$ cat src/rtl/pe_dispatch_scheduler.sv
// pe_dispatch_scheduler
//   Queues instructions in a small FIFO and issues each one to a free processing
//   element, choosing free PEs round-robin. Finished PE results are collected
//   round-robin into a single registered valid/ready result port, tagged with the
//   index of the PE that produced them. Per-PE busy flags let long and short PE
//   operations overlap.
//
// Ports
//   i_clock, i_reset_n          clock (rising edge), async active-low reset
//   i_instr_valid/o_instr_ready instruction input handshake, i_instruction data
//   o_pe_issue_valid            one-hot, one-cycle issue strobe
//   o_pe_instr                  issued instruction, broadcast to all PEs
//   o_pe_busy                   per-PE busy flags
//   i_pe_done, i_pe_result      per-PE result present / result data
//   o_pe_ack                    one-hot, combinational; result taken at this edge
//   o_res_valid/i_res_ready     result output handshake, o_result / o_res_pe data
//   o_fifo_count                instruction FIFO occupancy
//   o_err_spurious              sticky: done seen on a PE that was not busy
module pe_dispatch_scheduler #(
   parameter int NUM_PE  = 4,
   parameter int INSTR_W = 12,
   parameter int RES_W   = 12,
   parameter int DEPTH   = 4,
   localparam int PE_IDX_W = $clog2(NUM_PE),
   localparam int CNT_W    = $clog2(DEPTH + 1)
) (
   input  logic                      i_clock,
   input  logic                      i_reset_n,
   input  logic                      i_instr_valid,
   output logic                      o_instr_ready,
   input  logic [INSTR_W-1:0]        i_instruction,
   output logic [NUM_PE-1:0]         o_pe_issue_valid,
   output logic [INSTR_W-1:0]        o_pe_instr,
   output logic [NUM_PE-1:0]         o_pe_busy,
   input  logic [NUM_PE-1:0]         i_pe_done,
   input  logic [NUM_PE*RES_W-1:0]   i_pe_result,
   output logic [NUM_PE-1:0]         o_pe_ack,
   output logic                      o_res_valid,
   input  logic                      i_res_ready,
   output logic [RES_W-1:0]          o_result,
   output logic [PE_IDX_W-1:0]       o_res_pe,
   output logic [CNT_W-1:0]          o_fifo_count,
   output logic                      o_err_spurious
);

   localparam int PTR_W = $clog2(DEPTH);

   // Round-robin pick: first requester after ptr, wrapping modulo NUM_PE.
   // Returns {found, index}.
   function automatic logic [PE_IDX_W:0] f_rr_pick(
      input logic [NUM_PE-1:0]   req,
      input logic [PE_IDX_W-1:0] ptr
   );
      logic                found;
      logic [PE_IDX_W-1:0] sel;
      logic [PE_IDX_W-1:0] idx;
      int                  j;
      found = 1'b0;
      sel   = '0;
      for (int k = 1; k <= NUM_PE; k++) begin
         j   = (int'(ptr) + k) % NUM_PE;
         idx = PE_IDX_W'(j);
         if (!found && req[idx]) begin
            found = 1'b1;
            sel   = idx;
         end
      end
      return {found, sel};
   endfunction

   // FIFO state
   logic [INSTR_W-1:0]  r_mem [DEPTH];
   logic [PTR_W-1:0]    r_wr_ptr;
   logic [PTR_W-1:0]    r_rd_ptr;
   logic [CNT_W-1:0]    r_count;

   // Issue / busy state
   logic [NUM_PE-1:0]   r_busy;
   logic [NUM_PE-1:0]   r_issue_valid;
   logic [INSTR_W-1:0]  r_pe_instr;
   logic [PE_IDX_W-1:0] r_issue_ptr;

   // Collect state
   logic [PE_IDX_W-1:0] r_col_ptr;
   logic                r_res_valid;
   logic [RES_W-1:0]    r_result;
   logic [PE_IDX_W-1:0] r_res_pe;
   logic                r_err;

   logic                w_push;
   logic                w_pop;
   logic                w_fifo_empty;
   logic [PE_IDX_W:0]   w_issue_pick;
   logic                w_issue;
   logic [PE_IDX_W-1:0] w_issue_idx;
   logic [NUM_PE-1:0]   w_issue_oh;
   logic                w_load;
   logic [NUM_PE-1:0]   w_cand;
   logic [PE_IDX_W:0]   w_col_pick;
   logic                w_collect;
   logic [PE_IDX_W-1:0] w_col_idx;
   logic [NUM_PE-1:0]   w_ack_oh;
   logic [NUM_PE-1:0]   w_spurious;

   // Push is gated only by the registered count: a pop in the same cycle does
   // not open a slot for a write while full.
   assign o_instr_ready = (r_count < CNT_W'(DEPTH));
   assign w_push        = i_instr_valid & o_instr_ready;
   assign w_fifo_empty  = (r_count == '0);

   // Issue decision uses registered busy flags only, so a PE freed by a
   // collect this edge becomes eligible one cycle later.
   assign w_issue_pick = f_rr_pick(~r_busy, r_issue_ptr);
   assign w_issue      = !w_fifo_empty & w_issue_pick[PE_IDX_W];
   assign w_issue_idx  = w_issue_pick[PE_IDX_W-1:0];
   assign w_pop        = w_issue;

   assign w_load     = !r_res_valid | i_res_ready;
   assign w_cand     = i_pe_done & r_busy;
   assign w_col_pick = f_rr_pick(w_cand, r_col_ptr);
   assign w_collect  = w_load & w_col_pick[PE_IDX_W];
   assign w_col_idx  = w_col_pick[PE_IDX_W-1:0];
   assign w_spurious = i_pe_done & ~r_busy;

   always_comb begin
      w_issue_oh = '0;
      w_ack_oh   = '0;
      if (w_issue)
         w_issue_oh[w_issue_idx] = 1'b1;
      if (w_collect)
         w_ack_oh[w_col_idx] = 1'b1;
   end

   always_ff @(posedge i_clock) begin
      if (w_push)
         r_mem[r_wr_ptr] <= i_instruction;
   end

   always_ff @(posedge i_clock or negedge i_reset_n) begin
      if (!i_reset_n) begin
         r_wr_ptr <= '0;
         r_rd_ptr <= '0;
         r_count  <= '0;
      end else begin
         if (w_push)
            r_wr_ptr <= (r_wr_ptr == PTR_W'(DEPTH - 1)) ? '0 : r_wr_ptr + 1'b1;
         if (w_pop)
            r_rd_ptr <= (r_rd_ptr == PTR_W'(DEPTH - 1)) ? '0 : r_rd_ptr + 1'b1;
         case ({w_push, w_pop})
            2'b10:   r_count <= r_count + 1'b1;
            2'b01:   r_count <= r_count - 1'b1;
            default: r_count <= r_count;
         endcase
      end
   end

   always_ff @(posedge i_clock or negedge i_reset_n) begin
      if (!i_reset_n) begin
         r_busy        <= '0;
         r_issue_valid <= '0;
         r_pe_instr    <= '0;
         r_issue_ptr   <= PE_IDX_W'(NUM_PE - 1);
      end else begin
         // Issue targets a free PE and collect a busy one, so the two never
         // touch the same bit in one cycle.
         r_busy        <= (r_busy | w_issue_oh) & ~w_ack_oh;
         r_issue_valid <= w_issue_oh;
         if (w_issue) begin
            r_pe_instr  <= r_mem[r_rd_ptr];
            r_issue_ptr <= w_issue_idx;
         end
      end
   end

   always_ff @(posedge i_clock or negedge i_reset_n) begin
      if (!i_reset_n) begin
         r_col_ptr   <= PE_IDX_W'(NUM_PE - 1);
         r_res_valid <= 1'b0;
         r_result    <= '0;
         r_res_pe    <= '0;
         r_err       <= 1'b0;
      end else begin
         if (w_load) begin
            r_res_valid <= w_collect;
            if (w_collect) begin
               r_result  <= i_pe_result[w_col_idx*RES_W +: RES_W];
               r_res_pe  <= w_col_idx;
               r_col_ptr <= w_col_idx;
            end
         end
         if (|w_spurious)
            r_err <= 1'b1;
      end
   end

   assign o_pe_issue_valid = r_issue_valid;
   assign o_pe_instr       = r_pe_instr;
   assign o_pe_busy        = r_busy;
   assign o_pe_ack         = w_ack_oh;
   assign o_res_valid      = r_res_valid;
   assign o_result         = r_result;
   assign o_res_pe         = r_res_pe;
   assign o_fifo_count     = r_count;
   assign o_err_spurious   = r_err;

endmodule
$ cat config.mk
export PLATFORM = sky130hd
export DESIGN_NAME = pe_dispatch_scheduler
export DESIGN_NICKNAME = d
export VERILOG_FILES = /design/src/rtl/pe_dispatch_scheduler.sv
export SDC_FILE = /design/constraint.sdc
export NUM_CORES = 1
export LEC_CHECK = 0
export CORE_AREA = 4 4 105 117
export DETAILED_ROUTE_END_ITERATION = 12
export DIE_AREA = 0 0 109 121
export GPL_TIMING_DRIVEN = 0
export MAX_ROUTING_LAYER = met4
export PLACE_DENSITY_LB_ADDON = 0.05
export SKIP_LAST_GASP = 1
export SLEW_MARGIN = 20
export SYNTH_ARGS = -nofsm -noshare
export SYNTH_HDL_FRONTEND = slang
export SYNTH_SLANG_ARGS = --single-unit
$ cat constraint.sdc
create_clock -name i_clock -period 6.1 [get_ports i_clock]
set_input_delay 1.22 -clock i_clock [delete_from_list [all_inputs] [get_ports i_clock]]
set_output_delay 1.22 -clock i_clock [all_outputs]
set_load 0.01 [all_outputs]
Word-level counts from Yosys, hierarchy flattened
Memory sizes are Yosys's and may differ from the RTL's. A register that Yosys moved wholly into a read port is not among the register bits.
Index checks and enable logic that the tools add are counted.
Operators by class
  add/subtract/negate cells: 12
  multipliers: 1
  order comparisons: 13
  equal/unequal tests: 4
  shifts and indexed selects: 1
  mux-type cells: 43
  bitwise logic cells: 10
  reduce and logical (&&, ||, !) cells: 21
Operator list (count)
  $shiftx 48x7->12: 1
  $lt 2x3->1 const B: 10
  $mux 1: 20
  $mux 2: 10
  $bmux 1 s2: 8
  $add 2x1->2 const B: 6
  $and 4x4->4: 3
  $logic_not 1->1: 9
  $add 2x2->2 const B: 4
  $logic_and 1x1->1: 8
  $mux 4: 2
  $not 4->4: 2
  $eq 2x2->1 const B: 3
  $pmux 3 s2: 1
  $demux 1 s2: 2
  $ge 2x1->1 const B: 2
  $mul 2x2->4 const B: 1
  $or 4x4->4: 1
  $reduce_or 4->1: 1
  $add 3x1->3 const B: 1
  $and 1x1->1: 3
  $logic_not 3->1: 1
  $lt 3x3->1 const B: 1
  $sub 3x1->3 const B: 1
  other kinds (4): 4
Storage, ports and cells
  flip-flop bits (word level): 35
  bits in writable memories: 48
  input bits: 68
  output and inout bits: 44
  logic and storage cells: 117
  memories: 1
Memory list
  r_mem: depth 4, width 12, read ports 1, clocked after memory_dff 1, wr ports 1, line 72  | logic [INSTR_W-1:0] r_mem [DEPTH];

Logic depth before layout (Yosys ltp)
Gate-level depths: netlist (run 1).
  depth after elaboration: 20
  depth in mapped cells: 11

Worst setup path after synthesis (run 1)
OpenSTA, ideal clock, no wires.
  kind: input to output
  from: in i_pe_done[0]
  to: out o_pe_ack[3]
  data arrival time: 2318 ps
  slack: 2562 ps
  stages on the path: 5
  path through: a22o_4 a311oi_2 nand2_2 buf_6 nor2_1
On the way
  longest elaborated chain between the ends: 18
  elaborated cells on any way between the ends: 30
Ends and longest elaborated chain
  from (decl): line 35  | input logic [NUM_PE-1:0] i_pe_done,
  $and 4x4->4 *: line 119  | assign w_cand = i_pe_done & r_busy;
  $bmux 1 s2: line 63  | if (!found && req[idx]) begin
  $mux 1 (implied by the code): line 63
  $mux 1: line 63
  $logic_not 1->1: line 63
  $logic_and 1x1->1: line 63
  $mux 1: line 63
  $logic_not 1->1: line 63
  [... 2 more ...]
  $logic_not 1->1: line 63
  $logic_and 1x1->1: line 63
  $mux 2: line 63
  $lt 2x3->1 (implied by the code) / $ge 2x1->1 (equally long branches): line 131  | w_ack_oh[w_col_idx] = 1'b1;
  $logic_and 1x1->1 (implied by the code): line 131
  $mux 1 (implied by the code): line 131
  $demux 1 s2: line 131
  $mux 4 *: line 130  | if (w_collect)
  to (decl): line 37  | output logic [NUM_PE-1:0] o_pe_ack,
Mark *: on every way between the ends. The rest lies on a longest branch, timed or not. The select of a mux whose other input is x is not followed.

Worst setup path in the final report (run 1)
Same ends and word-level chain as after synthesis.

==> results.cfg, run 1 <==
[finish]
fin_nets = 483
final_common_cell = clkdlybuf4s50_1
area_growth_pct = 37.7
layout_common_cells = clkdlybuf4s50_1 (110), edfxtp_1 (48), dfrtp_1 (43), nand2_1 (26), mux2i_1 (25)
final_layout_size_suffix_gt1_share_pct = 15.5
n_antenna_cell = 0
fill_cells = 963
design_area_mm2 = 0.00586

[synthesis]
seq_area_frac_synth_pct = 61.6
synth_area_leaders = edfxtp_1 (34%), dfrtp_1 (25%), mux4_2 (6.3%)
postSynth.asyncResetShare_pct = 49.5
yosysTopAreaCell = edfxtp_1
synth_top_cell_area_share_pct = 33.8
ys_seq_elements = 95
ys.flop_type = edfxtp_1
synth_warnings = 0
syn_inst = 286
synth_edf_count = 48
ys_types = 54
syn_area_per_cell_um2 = 14.9
syn_nets = 361
syn_area_mm2 = 0.00426

[power_and_ir_drop]
power_density_mw_per_mm2 = 512
finalPower_mw = 3.00
peakVddDrop_v = 0.000254
power_frac_comb_pct = 47.1
leakage_nw = 2.29
swShare_pct = 34.1
pwr-share-clk_pct = 19.0
p_sw_mw = 1.02
p_seq_share_pct = 33.9
internal-power_mw = 1.98

[timing]
finalCritPeriodShare_pct = 77.5
rsz0062_at_grt = no
setup_viol = 0
min_period_ns = 4.72
finalClockSkew_ns = 0.00311
hold_viol = 0
setup_tns_ns = 0
clock.fmax_mhz = 212
slew_headroom_pct = 54.7
tightest_slew_ns = 0.680
drv_slew = 0

[clock_network]
post_cts_resized = 0
clkSinkCount = 95
cts_tree = built
cts_root_buf = clkbuf_16
cts_hold_buf = 0
clock_latency_ns = 0.34
cts_max_path_buffers = 2
htree_levels = 3
clkTransAtPathRegs_ns = 0.07
numCtsBuffers = 9
cts_setup_buffers = 0

[global_route]
grt_first_pass_wirelength_um = 15100
antenna_found_initial = 0
track_usage_pct = 15.7
grt_overflow = 0
first_global_vias = 2838
grt_max_degree = 48

[placement]
dp_hpwl_um = 6950
io_buffer_count = 111
gp_congestion = 0.766
place_area_mm2 = 0.00556

[drt]
wl_per_cell_um = 17.3
first_pass_iters = 4
ant_nets = 0
totalWireLength_um = 9760
drcViolationCount = 0
vias_per_cell = 4.88
dr.first_iter.drc_count = 71
route.vias.total = 2749

[min_path]
hp-class = flip-flop to flip-flop
hold_path_depth = 2

[floorplan]
die_w_um = 109
rows = 41
core-area_mm2 = 0.0112
ios = 112
die_area_mm2 = 0.0132
fp.dieH_um = 121
start_util_pct = 37.9

[setup_path]
end_kind = primary output
startpoint_type = input pin
critPathArrivalTime_ns = 3.50
crit_path_max_fanout = 10
critPathTopFamily = buffers and inverters
cp_slowest_cell = clkdlybuf4s50_1
r2r_setup_slack_ns = 3.31
crit_top_cell = clkdlybuf4s50_1
r2r_cells = 11
cpPeakStageDelay_ns = 0.55
path_depth = 7
critPathKind = input pin to primary output
path_buf_inv = 3
crit_required_ns = 4.88
cp_cell_sequence = clkdlybuf4s50_1 > a22o_4 > a311oi_2 > nand2_2 > buf_6 > nor2_1 > clkdlybuf4s50_1

[outcome]
outcome = completed

[job]
maxCapViolations = 0
-- metal layers --
metal	vias to the layer above	track usage (%)	share of wire (%)
met2	78	25.9	51
li1	1323	-	-
met4	0	5.37	1.6
met5	-	-	0
met1	1338	18.8	41
met3	10	3.78	7.0
-- power by group through the flow --
stage | sequential (mW) | clock, mW | combinational, mW
2_1_floorplan | 1.06 | 0 | 0.860
3_3_place_gp | 1.03 | 0 | 1.43
3_5_place_dp | 1.03 | 0 | 1.44
4_1_cts | 1.02 | 0.587 | 1.45
5_1_grt | 1.05 | 0.610 | 1.56
6_report | 1.02 | 0.569 | 1.41
-- through the flow --
step,setup slack [ns],utilization [%],hold slack [ns],std cells
6_report,1.38,52.2,0.474,563
2_1_floorplan,2.56,-,0.472,286
3_5_place_dp,1.36,49.4,0.462,547
5_1_grt,1.25,52.2,0.497,563
3_3_place_gp,1.35,49.5,0.459,547
4_1_cts,1.36,52.2,0.478,563
-- area by class of cell --
| type | count | area [um2] | share of cell area, % |
|---|---|---|---|
| repair buffers | 111 | 1110 | 18.9 |
| clock buffers | 10 | 239 | 4.08 |
| clock inverters | 6 | 68.8 | 1.17 |
| multi-input cells | 166 | 1490 | 25.4 |
| well taps | 150 | 188 | 3.20 |
| inverters | 13 | 48.8 | 0.832 |
| flip-flops and latches | 95 | 2620 | 44.7 |
| plain buffers | 12 | 101 | 1.73 |
-- synth_stat cells (all sizes together) (2+ instances only) --
library cell	instances
a21o	2
a21oi	8
a22o	2
and2	8
and3	2
buf	11
dfrtp	43
dfstp	4
edfxtp	48
ha	6
inv	13
mux2	12
mux2i	25
mux4	12
nand2	27
nand2b	2
nand3	2
nor2	12
nor2b	3
nor3	2
o21ai	5
o21ba	3
o221ai	13
o22a	2
xnor2	2
-- state kept, by name (all words and copies together), names as in the netlist --
signal            count
o_pe_instr           12
r_issue_ptr           2
o_result             12
o_res_valid           1
r_mem                48
o_pe_issue_valid      4
o_err_spurious        1
r_wr_ptr              2
o_fifo_count          3
o_res_pe              2
o_pe_busy             4
r_col_ptr             2
r_rd_ptr              2
-- cells by family after synthesis --
logic type | synth area share (%)
AO/OA/AOI/OAI | 9.20
XOR/XNOR | 0.617
adder cells (fa/ha/maj) | 2.23
buffers and inverters | 3.52
flip-flops | 61.6
multiplexers | 15.4
AND/OR/NAND/NOR | 7.46
-- path summary, 6_finish.rpt --
path / start / end
max reg2reg: o_pe_busy[3] / o_fifo_count[2]
max in group asynchronous: i_reset_n / r_wr_ptr[1]
min reg2reg: o_res_pe[1] / o_res_pe[1]
min in group asynchronous: i_reset_n / o_pe_busy[0]
max: i_pe_done[0] / o_pe_ack[3]
min: o_res_pe[1] / o_res_pe[1]
-- worst register-to-register path, cell delays in order (launching register included) --
cell	delay [ns]
dfrtp_1	0.41
buf_4	0.19
nand4_1	0.13
o31ai_2	0.15
inv_2	0.19
buf_1	0.52
ha_1	0.31
inv_1	0.06
fa_1	0.37
xor2_1	0.15
nor2_1	0.13
xnor2_1	0.12
No activity file was read; power rests on OpenSTA's default activity.
==> run 2: changes to the inputs <==
Clock period 6.1 ns to 4.5 ns, I/O delays scaled along.
==> results of run 2 <==
The final DEF is identical to that of run 1. Status: completed.
Among the figures that moved: setup slack after placement 1.36 ns -> 0.398 ns; setup slack after layout 1.38 ns -> 0.415 ns; register-to-register setup slack 3.31 ns -> 1.71 ns; total power 3.00 mW -> 4.07 mW; worst IR drop on VDD 0.000254 V -> 0.000345 V
==> run 3: changes to the inputs <==
Settings changed: CORE_AREA 4 4 105 117 to 4 4 94 105, DIE_AREA 0 0 109 121 to 0 0 98 109.
==> results.cfg, run 3 (synthesized netlist as in run 1, its figures left out) <==
[outcome]
outcome = completed

[floorplan]
die_area_mm2 = 0.0107
ios = 112
core-area_mm2 = 0.00878
fp.dieH_um = 109
start_util_pct = 48.5
die_w_um = 98
rows = 36

[drt]
ant_nets = 0
first_pass_iters = 4
drcViolationCount = 0
dr.first_iter.drc_count = 62
wl_per_cell_um = 17.8
totalWireLength_um = 9370
route.vias.total = 2792
vias_per_cell = 5.30

[clock_network]
cts_max_path_buffers = 2
numCtsBuffers = 9
cts_setup_buffers = 0
clkSinkCount = 95
clock_latency_ns = 0.35
post_cts_resized = 0
cts_root_buf = clkbuf_8
clkTransAtPathRegs_ns = 0.09
cts_hold_buf = 0
cts_tree = built
htree_levels = 3

[global_route]
grtUsageMet2_pct = 31.0
global_route.usage.met3_pct = 4.93
busiest_layer = met2
gr-usage-met1_pct = 22.5
antenna_found_initial = 0
grt_first_pass_wirelength_um = 14900
first_global_vias = 2886
grt_max_degree = 48
grt_overflow = 0
track_usage_pct = 18.6

[timing]
finalCritPeriodShare_pct = 91.7
clock.fmax_mhz = 242
rsz0062_at_grt = no
slew_headroom_pct = 54.8
tightest_slew_ns = 0.679
setup_viol = 0
hold_viol = 0
setup_tns_ns = 0
min_period_ns = 4.12
drv_slew = 0
finalClockSkew_ns = 0.0115

[setup_path]
crit_path_max_fanout = 10
startpoint_type = input pin
crit_required_ns = 3.60
critPathArrivalTime_ns = 3.22
r2r_setup_slack_ns = 1.73
critPathKind = input pin to primary output
end_kind = primary output
worstReg2RegStart = o_pe_busy[3]
timing.rr.end = o_fifo_count[2]
r2r_cells = 11

[min_path]
min_to = o_res_pe[1]
min_from = o_res_pe[1]
hp-class = flip-flop to flip-flop
hold_path_depth = 2

[job]
maxCapViolations = 0

[power_and_ir_drop]
leakage_nw = 2.22
power_density_mw_per_mm2 = 670
finalPower_mw = 3.81
peakVddDrop_v = 0.000323

[placement]
place_area_mm2 = 0.00551
dp_hpwl_um = 6840
io_buffer_count = 111
gp_congestion = 0.810

[finish]
regMostFlops = r_mem
largest_reg_flops = 48
fin_nets = 483
final_layout_size_suffix_gt1_share_pct = 15.5
multiInputGateArea_mm2 = 0.00149
final_common_cell = clkdlybuf4s50_1
fill_cells = 692
design_area_mm2 = 0.00569
seq_area_mm2 = 0.00262
layout_common_cells = clkdlybuf4s50_1 (110), edfxtp_1 (48), dfrtp_1 (43), nand2_1 (26), mux2i_1 (25)
area_growth_pct = 33.6
n_antenna_cell = 0
-- run 3: per-stage QoR --
stage	hold slack (ns)	setup slack, ns	utilization [%]	std cells
floorplan	0.472	1.60	-	286
global placement	0.460	0.411	62.8	511
detailed placement	0.464	0.391	62.7	511
CTS	0.488	0.383	64.8	527
global route	0.516	0.294	64.8	527
finish	0.480	0.376	64.8	527
-- run 3: metal layers --
layer	share of wire, %	up-vias
met2	50	85
li1	-	1315
met3	6.2	9
met5	0	-
met4	1.2	0
met1	42	1383
-- run 3: worst max path at each step --
stage,startpoint,endpoint,slack [ns],cells past startpoint
final,i_pe_done[1],o_pe_ack[3],0.38,7
after CTS,i_pe_done[1],o_pe_ack[3],0.38,7
after global routing,i_pe_done[1],o_pe_ack[3],0.29,7
after floorplan,i_pe_done[0],o_pe_ack[3],1.60,5
after global placement,i_pe_done[0],o_pe_ack[3],0.41,7
after detailed placement,i_pe_done[1],o_pe_ack[3],0.39,7
-- run 3: cell type report --
type / count / share of cell area [%]
clock inverters: 6 / 0.902
repair buffers: 111 / 19.5
flip-flops and latches: 95 / 46.1
clock buffers: 10 / 2.24
plain buffers: 12 / 1.78
well taps: 114 / 2.51
multi-input cells: 166 / 26.1
inverters: 13 / 0.858
-- run 3: worst max-delay path, cell delays in order --
cell	delay, ns
clkdlybuf4s50_1	0.50
a22o_4	0.29
a311oi_2	0.45
nand2_2	0.22
buf_6	0.20
nor2_1	0.10
clkdlybuf4s50_1	0.55
-- run 3: power by group --
group	internal, mW	switching, mW
Clock	0.209	0.307
Combinational	1.02	0.899
Sequential	1.21	0.167
